==> config.mk <==
export PLATFORM = sky130hd
export DESIGN_NAME = mod_addsub_arbiter
export DESIGN_NICKNAME = d
export VERILOG_FILES = /design/src/rtl/mod_addsub_arbiter.sv
export SDC_FILE = /design/constraint.sdc
export NUM_CORES = 1
export LEC_CHECK = 0
export ABC_AREA = 1
export BUFFER_PORTS_ARGS = -buffer_cell sky130_fd_sc_hd__clkbuf_2
export CORE_MARGIN = 2
export CORE_UTILIZATION = 45
export CTS_BUF_LIST = sky130_fd_sc_hd__clkbuf_4
export DETAILED_ROUTE_END_ITERATION = 8
export PLACE_DENSITY = 0.81
export SLEW_MARGIN = 20
export SYNTH_ARGS = -nofsm -noshare
export SYNTH_HDL_FRONTEND = slang
export SYNTH_SLANG_ARGS = --single-unit
==> constraint.sdc <==
create_clock -name clk -period 7.8 [get_ports clk]
set_clock_uncertainty 0.2 [all_clocks]
set_input_delay 1.17 -clock clk [delete_from_list [all_inputs] [get_ports clk]]
set_output_delay 1.17 -clock clk [all_outputs]
set_load 0.005 [all_outputs]
==> src/rtl/mod_addsub_arbiter.sv <==
// Round-robin arbiter over NREQ requesters feeding one shared Kyber mod-Q add/sub unit.
// A one-entry result register with valid/ready handshake, a sticky range flag and a saturating op counter.
module mod_addsub_arbiter #(
  parameter int unsigned NREQ = 4,
  parameter int unsigned Q    = 3329,
  parameter int unsigned IDW  = 2
) (
  input  logic               clk,
  input  logic               rst_n,
  input  logic [NREQ-1:0]    req_valid,
  output logic [NREQ-1:0]    req_ready,
  input  logic [NREQ-1:0]    req_op,
  input  logic [NREQ*12-1:0] req_a,
  input  logic [NREQ*12-1:0] req_b,
  output logic               rsp_valid,
  input  logic               rsp_ready,
  output logic [IDW-1:0]     rsp_id,
  output logic [11:0]        rsp_data,
  output logic               err_range,
  output logic [15:0]        op_count
);

  localparam logic [12:0]    Q13     = 13'(Q);
  localparam logic [IDW-1:0] LAST_ID = IDW'(NREQ - 1);

  logic [IDW-1:0] ptr_q, ptr_d;
  logic           rsp_valid_q, rsp_valid_d;
  logic [IDW-1:0] rsp_id_q, rsp_id_d;
  logic [11:0]    rsp_data_q, rsp_data_d;
  logic           err_range_q, err_range_d;
  logic [15:0]    op_count_q, op_count_d;

  logic           found;
  logic [IDW-1:0] gnt;
  logic [IDW-1:0] cand;
  int unsigned    idx;
  int unsigned    gnt_i;
  logic           can_accept;
  logic           accept;
  logic [11:0]    a_sel, b_sel;
  logic           op_sel;
  logic [12:0]    sum13, diff13, res13;
  logic           range_bad;

  // First valid requester scanning upward from ptr, wrapping at NREQ.
  always_comb begin
    found = 1'b0;
    gnt   = '0;
    cand  = '0;
    idx   = 0;
    for (int unsigned k = 0; k < NREQ; k++) begin
      idx = int'(ptr_q) + k;
      if (idx >= NREQ) idx = idx - NREQ;
      cand = IDW'(idx);
      if (!found && req_valid[cand]) begin
        found = 1'b1;
        gnt   = cand;
      end
    end
  end

  assign can_accept = !rsp_valid_q || rsp_ready;
  assign accept     = found && can_accept;

  always_comb begin
    req_ready = '0;
    if (accept && rst_n) req_ready[gnt] = 1'b1;
  end

  // Operands are zeroed when nothing is accepted so the datapath never depends on idle inputs.
  always_comb begin
    gnt_i  = int'(gnt);
    a_sel  = '0;
    b_sel  = '0;
    op_sel = 1'b0;
    if (accept) begin
      a_sel  = req_a[12*gnt_i +: 12];
      b_sel  = req_b[12*gnt_i +: 12];
      op_sel = req_op[gnt];
    end
  end

  always_comb begin
    sum13     = {1'b0, a_sel} + {1'b0, b_sel};
    diff13    = {1'b0, a_sel} - {1'b0, b_sel};
    range_bad = ({1'b0, a_sel} >= Q13) || ({1'b0, b_sel} >= Q13);
    if (!op_sel) res13 = (sum13 >= Q13) ? sum13 - Q13 : sum13;
    else         res13 = (a_sel >= b_sel) ? diff13 : diff13 + Q13;
  end

  always_comb begin
    ptr_d       = ptr_q;
    rsp_valid_d = rsp_valid_q;
    rsp_id_d    = rsp_id_q;
    rsp_data_d  = rsp_data_q;
    err_range_d = err_range_q;
    op_count_d  = op_count_q;
    if (accept) begin
      ptr_d       = (gnt == LAST_ID) ? '0 : gnt + 1'b1;
      rsp_valid_d = 1'b1;
      rsp_id_d    = gnt;
      rsp_data_d  = res13[11:0];
      err_range_d = err_range_q | range_bad;
      if (op_count_q != '1) op_count_d = op_count_q + 16'd1;
    end else if (rsp_ready) begin
      rsp_valid_d = 1'b0;
    end
  end

  always_ff @(posedge clk or negedge rst_n) begin
    if (!rst_n) begin
      ptr_q       <= '0;
      rsp_valid_q <= 1'b0;
      rsp_id_q    <= '0;
      rsp_data_q  <= '0;
      err_range_q <= 1'b0;
      op_count_q  <= '0;
    end else begin
      ptr_q       <= ptr_d;
      rsp_valid_q <= rsp_valid_d;
      rsp_id_q    <= rsp_id_d;
      rsp_data_q  <= rsp_data_d;
      err_range_q <= err_range_d;
      op_count_q  <= op_count_d;
    end
  end

  assign rsp_valid = rsp_valid_q;
  assign rsp_id    = rsp_id_q;
  assign rsp_data  = rsp_data_q;
  assign err_range = err_range_q;
  assign op_count  = op_count_q;

endmodule

### Word-level counts from Yosys, hierarchy flattened

Index checks and enable logic that the tools add are counted.

* flip-flop bits (word level): 34

* add/subtract/negate cells: 13
* $mul: 1
* $lt $le $gt $ge: 14
* equal/unequal tests: 2
* shift-type cells: 2
* muxes and demuxes: 34
* bitwise logic cells: 1
* reduce and logical (&&, ||, !) cells: 14

Operators by type and width (number)
* 48-bit by 7-bit variable part select with 12-bit output: 2
* 12-bit 2-to-1 mux: 5
* 12-bit >= comparator (second input constant): 2
* 2-bit 2-to-1 mux: 9
* 16-bit by 1-bit adder with 16-bit output (second input constant): 1
* 16-bit inequality test (second input constant): 1
* 2-bit by 3-bit < comparator with 1-bit output (second input constant): 5
* 12-bit by 12-bit adder with 13-bit output: 1
* 13-bit by 12-bit >= comparator with 1-bit output (second input constant): 1
* 1-bit 2-to-1 mux: 13
* 12-bit adder (second input constant): 1
* 12-bit >= comparator: 1
* 12-bit subtractor: 1
* 12-bit subtractor (second input constant): 1
* 1-bit binary-select mux with 2-bit select: 5
* 3-bit >= comparator (second input constant): 3
* 2-bit by 1-bit subtractor with 2-bit output (second input constant): 4
* 2-bit by 2-bit adder with 3-bit output (second input constant): 2
* 1-bit logical AND: 6
* 1-bit zero test: 4
* 2-bit by 2-bit multiplier with 4-bit output (first input constant): 1
* 4-bit 2-to-1 mux: 1
* 2-bit by 1-bit adder with 3-bit output (second input constant): 1
* 2-bit by 3-bit >= comparator with 1-bit output (second input constant): 1
* other kinds (8): 9

### Longest topological paths before layout

* word-level depth: 21
* mapped depth: 39
* depth with buffers taken out: 36

### Worst setup path after synthesis

No wires, ideal clock.

* path kind: input to register
* start: input port req_valid[3]
* end: register rsp_data_q[3] (netlist: rsp_data[3])
* data arrival time: 4.436 ns
* path slack: 3.048 ns
* stages: 31
* path buffers: 3
* cells stage by stage: inv_1 nand2_1 nand3_1 nand2_2 nor2_4 nand3_4 nand3_4 buf_4 buf_4 nand2_1 nand2_1 nand2_1 nand2_1 ha_1 inv_1 fa_1 inv_1 nand2_1 nand2_1 nand2_1 nand2_1 nand3_1 nor2_2 nand3_1 nand4_1 nand3_2 buf_6 nand2_1 o211ai_1 nand2_1 nand2_1

* longest elaborated chain between the ends: 19
* elaborated cells on any way between the ends: 40
* classes of those cells: add/sub: 4; mul: 1; order compare: 2; shift: 2; mux: 24; reduce/logical: 7

RTL lines
* start, declared: line 10 `input logic [NREQ-1:0] req_valid,`
* 1-bit binary-select mux with 2-bit select: line 55 `if (!found && req_valid[cand]) begin`
* 1-bit 2-to-1 mux (implied by the code): line 55
* 1-bit 2-to-1 mux: line 55
* 1-bit zero test: line 55
* 1-bit logical AND: line 55
* 1-bit 2-to-1 mux: line 55
* 1-bit zero test: line 55
* 1-bit logical AND: line 55
* [... 3 more ...]
* 2-bit 2-to-1 mux: line 55
* 2-bit by 2-bit multiplier with 4-bit output: line 77, 78
* 48-bit by 7-bit variable part select with 12-bit output, on equally long branches: line 77, 78
* 12-bit 2-to-1 mux: line 76 `if (accept) begin`
* 12-bit by 12-bit adder with 13-bit output / 12-bit subtractor (equally long branches): line 84, 85
* 12-bit subtractor (tied with other cells): line 87 `if (!op_sel) res13 = (sum13 >= Q13) ? sum13 - Q13 : sum13;`
* 12-bit 2-to-1 mux, on equally long branches: line 87, 88
* 12-bit 2-to-1 mux: line 87
* end signal, assigned: line 122 `rsp_data_q <= rsp_data_d;`
* end, declared: line 29 `logic [11:0] rsp_data_q, rsp_data_d;`

Parallel ways exist; a longest one is shown, timed or not. The select of a mux whose other input is x is not followed.
A chain may end at the register's enable or synchronous reset.

### Final worst setup path

* start: input port req_valid[3]
* end: register rsp_data_q[9] (netlist: rsp_data[9])

The elaborated chain is that of the path after synthesis.

==> metrics.md <==
| Metric | Value |
|---|---|
| Status | `finished clean` |
| Die height | `112 um` |
| Worst Setup Start Kind | `primary input` |
| Hold-fix buffers, CTS | `0` |
| Final HPWL DP | `12.4 mm` |
| DR vias | `6,034` |
| CP required | `7880 ps` |
| Slew Viols, Final | `0` |
| First-pass GRT wire length | `25.5 mm` |
| Max Cap Viol | `0` |
| Reg clk slew, reported paths | `100 ps` |
| Critical-path maximum fanout | `61` |
| Complex-gate fraction of the synthesized area | `7.86%` |
| Main combinational cell family by area after synthesis | `simple AND/OR/NAND/NOR gates` |
| Initial Utilization | `45.8%` |
| Post-synth net total | `1,059` |
| Async set-reset flop share out of synthesis | `100%` |
| Ys Warns | `0` |
| Most common flop cell mapped by yosys | `dfrtp_1` |
| CTS root buf | `clkbuf_4` |
| DR WL/cell | `12.7 um` |
| Adder-cell area share of the yosys netlist | `8.46%` |
| # DRC | `0` |
| Hold Vio Cnt, Final | `0` |
| Via-per-instance ratio | `5.10` |
| Minimum clock period after layout | `5880 ps` |
| Slew HR | `43.8%` |
| Util after Layout | `52.7%` |
| Non-Filler Instances | `1,184` |
| HP Class | `reg -> reg` |
| Synth Area in XOR/XNOR | `5.03%` |
| Fmax | `170 MHz` |
| GP Congestion | `0.969` |
| Multi-input gate area | `3700 um^2` |
| CTS tree | `done` |
| Core area | `11,400 um^2` |
| Cells after Synth | `918` |
| Nets | `1,181` |
| Area growth from synthesis to layout | `15.1%` |
| 1st-iter DRT viols | `445` |
| Clk_lat worst skew | `340 ps` |
| Placed Cells incl. Taps | `1,176` |
| Largest net degree at the start of global routing | `62` |
| Critical path class | `in -> reg` |
| CTS buffer count | `5` |
| Worst reg2reg path depth | `26` |
| TNS Setup | `0 ps` |
| Antenna Nets Post-Route | `0` |
| Final setup vio count | `0` |
| Clk buf depth | `2` |
| Sequential share of the synthesized area | `16.4%` |
| Die width | `112 um` |
| Mux contribution to synthesized area | `0%` |
| Vias in the first global route | `5,637` |
| Fin area | `5990 um^2` |
| Unrepaired setup endpoints after global routing | `no` |
| Post-Route WL | `15.0 mm` |
| Placed Area | `5910 um^2` |
| Antenna violations before repair | `0` |
| Postcts setup bufs | `0` |
| First drt pass iteration count | `8` |
| Avg Cell Area, Syn | `5.67 um^2` |
| Register Area | `851 um^2` |
| Reg-to-reg startpoint | `ptr_q[0]` |
| Flop2flop setup slack | `2080 ps` |
| Fillers | `1,200` |
| Crit path launch | `req_valid[3]` |
| Worst reg2reg path endpoint | `rsp_data[9]` |
| H-tree depth | `2` |
| CTS sink count | `34` |
| Most common cell after layout, fill and taps aside | `nand2_1` |
| I/O pin cnt | `143` |
| WP data arrival | `5960 ps` |
| Total die area | `12,400 um^2` |
| Yosys reg bits | `34` |
| Synth Cell Area | `5200 um^2` |
| GRT Util Overall | `24.2%` |
| CP Capture Type | `flop` |
| Worst setup path endpoint | `rsp_data[9]` |
| PortBufs | `142` |
| Share of cells above drive strength 1 | `18.2%` |
| Worst-Margin Slew | `843 ps` |
| Congestion Overflow GR | `0` |
| Inserted Diodes | `0` |
| Fin crit share | `75.4%` |
| Rows | `39` |
| Simple-Gate Fraction of Synth Area | `49.7%` |
| Hold path depth | `2` |
| Distinct cells, synth | `38` |
| Post-CTS resize count | `0` |
| Number of synthesized flops with an enable pin | `0` |
| Most frequent cells in the layout | `375 x nand2_1, 142 x clkbuf_2, 112 x inv_1` |
[cell type report]
class	count	area share, %
multi-input cells	734	61.8
flip-flops and latches	34	14.2
repair buffers	144	12.1
inverters	121	7.61
well taps	143	2.99
clock inverters	3	0.669
clock buffers	5	0.627
[flip-flops by register name (all words and copies together) (netlist names)]
signal,flops
rsp_id,2
op_count,16
err_range,1
ptr_q,2
rsp_valid,1
rsp_data,12
[cells by family after synthesis]
| family | count (synthesis) |
|---|---|
| and+or+nand+nor | 599 |
| adders and majority gates | 34 |
| buffers and inverters | 150 |
| AOI/OAI and AO/OA | 72 |
| DFF | 34 |
| xor gates and xnor gates | 29 |
[critical path, cell delays in order]
cell,delay [ps]
clkbuf_2,90
inv_1,50
nand2_1,70
nand3_1,100
nand2_1,90
inv_1,90
nand3_4,280
nand3_4,540
inv_2,490
nand2_1,110
nand3_1,90
nand3_1,140
ha_1,270
fa_1,420
o21ai_0,500
xor2_1,260
nor2_1,190
nand2_1,110
nor3_1,260
nand2_1,80
nand2_1,100
nand2_1,60
nand2_1,50
nand2_1,70
a21oi_1,150
nand2_1,70
nand2_1,50
[metrics by stage]
stage | setup slack [ps] | hold slack [ps]
CTS | 1980 | 294
finish | 1920 | 294
global placement | 1750 | 275
detailed placement | 1630 | 268
floorplan | 3050 | 272
global route | 1340 | 317
[synth_stat cells (2+ instances only)]
master    number  area [um^2]
o21ai_0       19         95.1
o211ai_1       5         37.5
nand3_1      105          526
nor2_4         5         56.3
buf_6          6         67.6
xnor2_1        7         61.3
nand2_1      375         1410
nand4_1       13         81.3
nand3_4        2         35.0
xor2_1        21          184
nor3_1        12         60.1
nand3_2        5         50.1
a21oi_1       27          135
buf_2          9         45.0
or2_2          3         18.8
nand2_4        3         33.8
nand2_2        5         31.3
nand3b_1       3         22.5
nor2_1        64          240
buf_4          9         67.6
o21bai_1       6         45.0
inv_2          8         30.0
o21ai_1        5         25.0
dfrtp_1       34          851
ha_1          32          400
a31oi_1        5         31.3
inv_1        112          420
clkbuf_1       5         18.8
fa_1           2         40.0
nor2_2         3         18.8
[per-layer routing]
layer	GRT usage (%)	routed length (um)	vias up
met1	31.2	6650	2664
met3	2.34	835	31
met2	42.7	7100	210
li1	-	-	3129
met4	7.74	435	0
met5	0	0	-
[worst min-delay path by stage]
stage,from,end,slack [ps]
global placement,rsp_data[10],rsp_data[10],280
detailed placement,rsp_data[10],rsp_data[10],270
finish,rsp_data[10],rsp_data[10],290
CTS,rsp_data[10],rsp_data[10],290
floorplan,rsp_data[10],rsp_data[10],270
global route,rsp_data[10],rsp_data[10],320
Power is not shown: default switching activity piles up to over one toggle a cycle in this logic, so the estimate is an artifact.
